**config.mk**
```make
export PLATFORM = sky130hd
export DESIGN_NAME = fifo_reader
export DESIGN_NICKNAME = d
export VERILOG_FILES = /design/src/rtl/fifo_pkg.sv /design/src/rtl/skid_buf2.sv /design/src/rtl/fifo_reader.sv
export SDC_FILE = /design/constraint.sdc
export NUM_CORES = 1
export LEC_CHECK = 0
export CORE_ASPECT_RATIO = 0.7
export CORE_MARGIN = 2
export CORE_UTILIZATION = 48
export CTS_BUF_LIST = sky130_fd_sc_hd__clkbuf_4
export DETAILED_ROUTE_END_ITERATION = 6
export GPL_TIMING_DRIVEN = 1
export PLACE_DENSITY_LB_ADDON = 0.25
export SYNTH_ARGS = -nofsm -noshare
export SYNTH_HDL_FRONTEND = slang
export SYNTH_HIERARCHICAL = 1
export SYNTH_SLANG_ARGS = --single-unit
```
**constraint.sdc**
```tcl
create_clock -name clk -period 3.1 [get_ports clk]
set_clock_uncertainty 0.15 [all_clocks]
set_input_delay 0.465 -clock clk [delete_from_list [all_inputs] [get_ports clk]]
set_output_delay 0.465 -clock clk [all_outputs]
set_load 0.1 [all_outputs]
```
**src/rtl/fifo_pkg.sv**
```systemverilog
// Shared definitions for the FIFO and its burst reader: default widths and reader FSM states.
package fifo_pkg;

   localparam int unsigned FIFO_DATA_W = 8;
   localparam int unsigned FIFO_CNT_W  = 7;

   typedef enum logic [1:0] {
      StIdle  = 2'd0,
      StBurst = 2'd1,
      StDrain = 2'd2
   } rd_state_t;

endpackage

```
**src/rtl/skid_buf2.sv**
```systemverilog
// Two-entry in-order skid buffer; entry 0 is always the oldest word.
module skid_buf2
   import fifo_pkg::*;
#(
   parameter int unsigned DATA_W = FIFO_DATA_W
) (
   input  logic              clk,
   input  logic              rst,
   input  logic              i_push,
   input  logic [DATA_W-1:0] i_data,
   input  logic              i_pop,
   output logic [DATA_W-1:0] o_data,
   output logic              o_valid,
   output logic [1:0]        o_count
);

   logic [DATA_W-1:0] r_mem0;
   logic [DATA_W-1:0] r_mem1;
   logic [1:0]        r_count;
   logic              w_pop;
   logic              w_push;

   assign w_pop  = i_pop && (r_count != 2'd0);
   assign w_push = i_push && ((r_count != 2'd2) || w_pop);

   always_ff @(posedge clk) begin
      if (rst) begin
         r_mem0  <= '0;
         r_mem1  <= '0;
         r_count <= 2'd0;
      end else begin
         case ({w_push, w_pop})
            2'b10: begin
               if (r_count == 2'd0) r_mem0 <= i_data;
               else                 r_mem1 <= i_data;
               r_count <= r_count + 2'd1;
            end
            2'b01: begin
               r_mem0  <= r_mem1;
               r_count <= r_count - 2'd1;
            end
            2'b11: begin
               // Simultaneous pop and push keeps occupancy; shift if two were held.
               if (r_count == 2'd1) begin
                  r_mem0 <= i_data;
               end else begin
                  r_mem0 <= r_mem1;
                  r_mem1 <= i_data;
               end
            end
            default: ;
         endcase
      end
   end

   assign o_data  = r_mem0;
   assign o_valid = (r_count != 2'd0);
   assign o_count = r_count;

endmodule

```
**src/rtl/fifo_reader.sv**
```systemverilog
// Burst reader: pulls words from a FIFO in threshold- or flush-triggered bursts and streams them
// out through a 2-entry skid buffer with credit-based read issue.
module fifo_reader
   import fifo_pkg::*;
#(
   parameter int unsigned DATA_W    = FIFO_DATA_W,
   parameter int unsigned CNT_W     = FIFO_CNT_W,
   parameter int unsigned BURST_LEN = 4
) (
   input  logic              clk,
   input  logic              rst,
   output logic              fifo_rd_en,
   input  logic [DATA_W-1:0] fifo_data_out,
   input  logic              fifo_empty,
   input  logic [CNT_W-1:0]  fifo_counter,
   input  logic              flush,
   output logic [DATA_W-1:0] m_data,
   output logic              m_valid,
   input  logic              m_ready,
   output logic              busy,
   output logic [15:0]       words_read
);

   localparam logic [CNT_W-1:0] LP_BURST_LEN = CNT_W'(BURST_LEN);

   rd_state_t         r_state;
   logic              r_flush_burst;
   logic              r_in_flight;
   logic [CNT_W-1:0]  r_issued;
   logic [15:0]       r_words_read;

   logic [DATA_W-1:0] w_buf_data;
   logic              w_buf_valid;
   logic [1:0]        w_buf_count;
   logic              w_pop;
   logic              w_rd;
   logic              w_quota_ok;
   logic [2:0]        w_credit;

   skid_buf2 #(
      .DATA_W (DATA_W)
   ) u_skid (
      .clk     (clk),
      .rst     (rst),
      .i_push  (r_in_flight),
      .i_data  (fifo_data_out),
      .i_pop   (w_pop),
      .o_data  (w_buf_data),
      .o_valid (w_buf_valid),
      .o_count (w_buf_count)
   );

   // Outputs are forced quiet during the reset cycle so nothing transfers or is requested.
   assign m_valid    = w_buf_valid && !rst;
   assign m_data     = rst ? '0 : w_buf_data;
   assign busy       = (r_state != StIdle) && !rst;
   assign words_read = r_words_read;

   assign w_pop      = m_valid && m_ready;
   assign w_credit   = {1'b0, w_buf_count} + {2'b00, r_in_flight} - {2'b00, w_pop};
   assign w_quota_ok = r_flush_burst || (r_issued < LP_BURST_LEN);
   assign w_rd       = (r_state == StBurst) && !rst && !fifo_empty && (w_credit <= 3'd1)
                       && w_quota_ok;
   assign fifo_rd_en = w_rd;

   always_ff @(posedge clk) begin
      if (rst) begin
         r_state       <= StIdle;
         r_flush_burst <= 1'b0;
         r_in_flight   <= 1'b0;
         r_issued      <= '0;
         r_words_read  <= '0;
      end else begin
         r_in_flight <= w_rd;
         if (w_pop) r_words_read <= r_words_read + 16'd1;

         case (r_state)
            StIdle: begin
               if ((fifo_counter >= LP_BURST_LEN) || (flush && !fifo_empty)) begin
                  r_state       <= StBurst;
                  r_flush_burst <= flush;
                  r_issued      <= '0;
               end
            end
            StBurst: begin
               // Saturate so long flush bursts cannot wrap the count.
               if (w_rd && (r_issued != LP_BURST_LEN)) r_issued <= r_issued + CNT_W'(1);
               if (!r_flush_burst && w_rd && ((r_issued + CNT_W'(1)) == LP_BURST_LEN)) begin
                  r_state <= StDrain;
               end else if (fifo_empty && !w_rd) begin
                  r_state <= StDrain;
               end
            end
            StDrain: begin
               if ((w_buf_count == 2'd0) && !r_in_flight) r_state <= StIdle;
            end
            default: r_state <= StIdle;
         endcase
      end
   end

endmodule

```
## Word level (Yosys, flattened, before mapping)

Cells that the tools add are included.

- Register bits: 45
- Output and inout bits: 27
- Word-level logic and storage cells: 85

- $add $sub $neg: 6
- $lt $le $gt $ge: 3
- Equal/unequal tests: 16
- Multiplexer cells: 16
- Reduce and logical (&&, ||, !) cells: 36

Operators by type and width:

| cell | count |
|---|---|
| 8-bit two-way mux | 5 |
| 8-bit one-hot mux with 3 select lines | 1 |
| 16-bit by 1-bit adder with 16-bit output, second input constant | 1 |
| 8-bit one-hot mux with 2 select lines | 1 |
| 1-bit logical AND | 15 |
| 7-bit two-way mux | 2 |
| 7-bit one-hot mux with 2 select lines | 1 |
| 2-bit inequality test, second input constant | 6 |
| 2-bit nonzero test | 5 |
| 3-bit AND reduction | 3 |
| 2-bit two-way mux | 4 |
| 7-bit by 1-bit adder with 7-bit output, second input constant | 1 |
| 7-bit by 3-bit == test with 1-bit output, second input constant | 1 |
| 7-bit by 3-bit >= comparator with 1-bit output, second input constant | 1 |
| 7-bit by 3-bit less-than comparator with 1-bit output, second input constant | 1 |
| 7-bit by 3-bit inequality test with 1-bit output, second input constant | 1 |
| 2-bit by 1-bit == test with 1-bit output, second input constant | 3 |
| 2-bit == test, second input constant | 3 |
| 2-bit one-hot mux with 3 select lines | 1 |
| 1-bit zero test | 5 |
| 2-bit zero test | 2 |
| 2-bit one-hot mux with 2 select lines | 1 |
| 2-bit AND reduction | 2 |
| 2-bit by 1-bit adder with 3-bit output | 1 |
| 8 further kinds | 10 |

## Depth between registers and ports, before layout

- Depth after elaboration: 12
- Gate-level depth with buffers: 16
- Gate-level depth less buffers: 15

## Hierarchy

Netlist, hierarchy kept.

Modules (own cells, without submodules):

| module | times used | cells each | area each (um2) | sequential area each (um2) |
|---|---|---|---|---|
| fifo_reader | 1 | 174 | 1470.2 | 540.5 |
| skid_buf2 | 1 | 94 | 868.3 | 360.3 |

## Worst setup path after synthesis

No wires, ideal clock.

- Path type: register to output
- Start point: register u_skid.r_count[1], in the netlist u_skid/o_count[1]
- End point: output port fifo_rd_en
- Arrival time: 3.154 ns
- Required time: 2.485 ns
- Path slack: -0.669 ns
- Stages on the path, launching flop included: 15
- Path buffers: 0
- Cells stage by stage: dfxtp_1 > inv_1 > ha_1 > inv_1 > nand3b_1 > inv_2 > ha_1 > inv_1 > ha_1 > inv_1 > fa_1 > nand2b_1 > nor4_4 > o21ai_0 > inv_1

- Cells in the longest elaborated chain, start to end: 7
- Elaborated cells between the ends (all ways): 8

Ends and longest elaborated chain:

| item | RTL line | RTL |
|---|---|---|
| from (decl) | skid_buf2.sv:19 | `logic [1:0] r_count;` |
| from (signal assigned) | skid_buf2.sv:36 | `r_count <= r_count + 2'd1;` |
| from (signal assigned) | skid_buf2.sv:40 | `r_count <= r_count - 2'd1;` |
| 2-bit nonzero test | skid_buf2.sv:57 | `assign o_valid = (r_count != 2'd0);` |
| via w_buf_valid | fifo_reader.sv:33 | `logic w_buf_valid;` |
| 1-bit logical AND | fifo_reader.sv:54 | `assign m_valid = w_buf_valid && !rst;` |
| 1-bit logical AND | fifo_reader.sv:59 | `assign w_pop = m_valid && m_ready;` |
| via w_pop | fifo_reader.sv:35 | `logic w_pop;` |
| 3-bit by 1-bit subtractor with 3-bit output | fifo_reader.sv:60 | `assign w_credit = {1'b0, w_buf_count} + {2'b00, r_in_flight} - {2'b00, w_pop};` |
| 3-bit by 1-bit less-or-equal comparator with 1-bit output | fifo_reader.sv:62 | `assign w_rd = (r_state == StBurst) && !rst && !fifo_empty && (w_credit <= 3'd1)` |
| 1-bit logical AND | fifo_reader.sv:62 |  |
| 1-bit logical AND | fifo_reader.sv:63 | `&& w_quota_ok;` |
| to (decl) | fifo_reader.sv:12 | `output logic fifo_rd_en,` |

The timed path passes the listed nets, and every way through them passes these cells.

## Worst setup path in the final report

- Start point: register u_skid.r_count[0], in the netlist u_skid/o_count[0]
- End point: output port fifo_rd_en

Same word-level chain as after synthesis.

==> impl_metrics.csv <==
group,metric,value,unit
placed_design,hpwl,3.616,mm
setup_path,critical_path_class,"register to primary output",
global_routing,grt_pass1_wl,8.631,mm
pwr,ir_drop,0.2533,mV
job,cap_violations,0,
setup_path,arrival,2.85,ns
die,die_x,87.43,um
die,initial_core_util,49.44,%
global_routing,overflow,0,
logic_synthesis,syn_inst,268,
route,first_pass_iters,4,
timing,setup_ws,-0.3608,ns
clocking,clockBufferDepth,2,
pwr,totalPowerFinal,1254,uW
clocking,cts_tree,"built",
setup_path,cp_cell_sequence,"inv_2 -> ha_4 -> inv_2 -> nand3b_1 -> inv_2 -> ha_4 -> inv_2 -> ha_4 -> inv_2 -> fa_2 -> nand2b_4 -> nor4_4 -> o21ai_2 -> bufinv_8 -> buf_12",
route,wl_per_cell,13.61,um
route,drc,0,
clocking,cts_num_sinks,45,
timing,max_freq,289.0,MHz
cells_and_area,syn2layout_area_growth,31.09,%
timing,finalMaxSlewViolations,0,
logic_synthesis,synth_ff_type,"dfxtp_1",
setup_path,end_kind,"primary output",
global_routing,grt.total_usage,19.44,%
cells_and_area,fillers,406,
clocking,cts_made_buffers,5,
logic_synthesis,ys_seq_elements,45,
timing,tightestPinTransition,0.5981,ns
logic_synthesis,synth.avg_cell_area,8.726,um^2
timing,slew_headroom,59.76,%
logic_synthesis,ys_warn_count,6,
outcome,violations,"negative setup slack",
outcome,outcome,"finished, violations left",
placed_design,port_buffers,44,
global_routing,grt_max_degree,56,
hold_path,min_path_cells,2,
setup_path,crit_path_start,"u_skid/o_count[0]",
logic_synthesis,synth-edff-count,0,
cells_and_area,design_area,3065,um^2
timing,rsz0062_at_grt,"true",
hold_path,holdPathEnd,"u_skid/o_data[6]",
setup_path,critPathMostFrequentCell,"inv_2",
die,num_rows,21,
die,ios,47,
setup_path,r2r_start,"u_skid/o_count[0]",
cells_and_area,drive_gt1_share,26.44,%
setup_path,startpoint_type,"register",
logic_synthesis,syn_area,2338,um^2
global_routing,antenna_found_initial,0,
setup_path,r2r_cells,17,
hold_path,hp-class,"register to register",
setup_path,critPathMaxFanout,3,
setup_path,critPathMaxStageDelay,0.54,ns
logic_synthesis,postSynthNetCount,298,
timing,min_period_over_period,111.6,%
logic_synthesis,async_flop_share,0,%
timing,setup-violations-final,3,
hold_path,worstHoldStart,"u_skid/o_data[6]",
cells_and_area,insertedDiodeCount,0,
pwr,power.density,408.9,nW/um^2
die,design.die.area,5455,um^2
clocking,clock_latency,0.37,ns
placed_design,place_congestion,0.8512,
route,vias,2059,
clocking,clk_pin_slew,0.15,ns
global_routing,first_global_vias,1837,
timing,fin_crit,3.461,ns
route,routed_wl,5.254,mm
pwr,p_leak,0.001282,uW
cells_and_area,nets,358,
setup_path,crit_path_top_delay_cell,"fa_2",
logic_synthesis,ys_seq_area_share,38.52,%
timing,final-hold-violation-count,0,
setup_path,r2r_end,"r_issued[1]",
die,fp.coreArea,4730,um^2
placed_design,place_area,2905,um^2
clocking,clock-root-buffer,"clkbuf_4",
clocking,htreeDepth,2,
route,vias_per_cell,5.334,
setup_path,required,2.48,ns
die,dieHeight,62.40,um
route,initialDrtViolationCount,127,
route,drtAntennaViolNets,0,
setup_path,reg2reg_slack,-0.13,ns
logic_synthesis,yosysUniqueCellTypes,46,
-- per-stage QoR --
stage	cells	hold WS (ns)	utilization [%]	TNS [ns]	setup slack (ns)
after floorplan	268	0.3130	-	-0.08171	-0.08171
after global placement	373	0.3271	61.43	-0.8994	-0.2652
after detailed placement	373	0.3329	61.43	-1.137	-0.3091
after CTS	381	0.3563	63.31	-0.4077	-0.3929
after global routing	386	0.3829	64.81	-0.8706	-0.4436
final	386	0.3534	64.81	-0.5648	-0.3608
-- power breakdown --
group | leakage [uW] | total [uW] | internal, uW | switching (uW)
clock network | 0.0000462 | 390 | 176 | 214
logic | 0.000871 | 256 | 103 | 153
registers | 0.000365 | 608 | 595 | 12.7
total | 0.00128 | 1250 | 874 | 380
-- worst max path at each step --
stage / end / slack [ns] / cells after the start
global route: fifo_rd_en / -0.44 / 15
floorplan: fifo_rd_en / -0.08 / 14
global placement: fifo_rd_en / -0.27 / 13
CTS: fifo_rd_en / -0.39 / 15
finish: fifo_rd_en / -0.36 / 15
detailed placement: fifo_rd_en / -0.31 / 13
-- routing by layer --
| metal | part of all wire [%] | global-route usage [%] | routed length [um] | up-vias |
|---|---|---|---|---|
| li1 | - | - | - | 1051 |
| met1 | 51 | 29.21 | 2671 | 973 |
| met2 | 45 | 27.84 | 2366 | 31 |
| met3 | 3.3 | 4.095 | 172 | 4 |
| met4 | 0.84 | 5.769 | 44 | 0 |
| met5 | 0 | 0 | 0 | - |
-- timing repair --
action,CTS,global route
buffers inserted,0,5
resized for setup,1,8
hold buffers,0,0
pin swaps,1,3
setup endpoints to repair,1,4
-- critical path, delay by kind of cell (launching register included) --
kind	cells	cell delay, ns
AOI/OAI and AO/OA	1	0.11
adders and majority gates	4	1.01
buffers and inverters	7	0.65
DFF	1	0.36
and+or+nand+nor	3	0.33
-- final cells by class --
| type | instances | area [um^2] | share of cell area, % |
|---|---|---|---|
| Clock buffer | 5 | 37.54 | 1.224 |
| Tap cell | 57 | 71.32 | 2.327 |
| Multi-Input combinational cell | 198 | 1400 | 45.67 |
| Timing Repair Buffer | 63 | 530.5 | 17.31 |
| Clock inverter | 3 | 47.55 | 1.551 |
| Sequential cell | 45 | 905.9 | 29.55 |
| Inverter | 15 | 72.57 | 2.367 |
-- placed cells by master (no fill, tap or decap), types with 3 or more instances in the layout --
master,synthesis,final
buf_4,0,43
nand2_1,17,17
xnor2_1,5,5
clkdlybuf4s50_1,0,16
nand3_1,19,19
dfxtp_1,45,43
nor2b_1,11,11
ha_4,0,3
o21ai_0,5,3
and3_1,8,8
nand4_1,7,7
ha_1,9,6
xor2_1,11,10
a21o_1,3,3
nor2_1,37,37
clkbuf_4,0,5
inv_1,14,8
a311oi_1,7,7
nand2b_1,10,9
a21oi_1,9,7
mux2i_1,12,12
inv_2,1,5
-- cells in the mapped netlist (2+ instances only) --
cell / count / area [um^2]
dfxtp_1: 45 / 900.9
nor2_1: 37 / 138.9
nand3_1: 19 / 95.09
nand2_1: 17 / 63.81
inv_1: 14 / 52.55
mux2i_1: 12 / 120.1
nor2b_1: 11 / 68.82
xor2_1: 11 / 96.34
nand2b_1: 10 / 62.56
a21oi_1: 9 / 45.04
ha_1: 9 / 112.6
and3_1: 8 / 50.05
a311oi_1: 7 / 61.31
nand4_1: 7 / 43.79
o21ai_0: 5 / 25.02
xnor2_1: 5 / 43.79
clkbuf_1: 4 / 15.01
a21o_1: 3 / 22.52
a311oi_2: 2 / 30.03
a31oi_1: 2 / 12.51
buf_1: 2 / 7.510
buf_2: 2 / 10.01
nor2_2: 2 / 12.51
or3_1: 2 / 12.51
or4_1: 2 / 15.01
-- registers in the layout, indices dropped and copies added (netlist names) --
name            flops
r_in_flight         1
words_read         16
r_state             2
r_issued            7
u_skid/o_data       8
u_skid/r_mem1       8
u_skid/o_count      2
r_flush_burst       1
-- cells by family after synthesis --
family / synth area share (%)
muxes: 5.137
adders and majority gates: 5.672
AOI/OAI and AO/OA: 11.45
xor gates and xnor gates: 5.992
DFF: 38.52
and+or+nand+nor: 28.30
buffers and inverters: 4.922
Note: power is estimated with default switching activity, not from simulation.
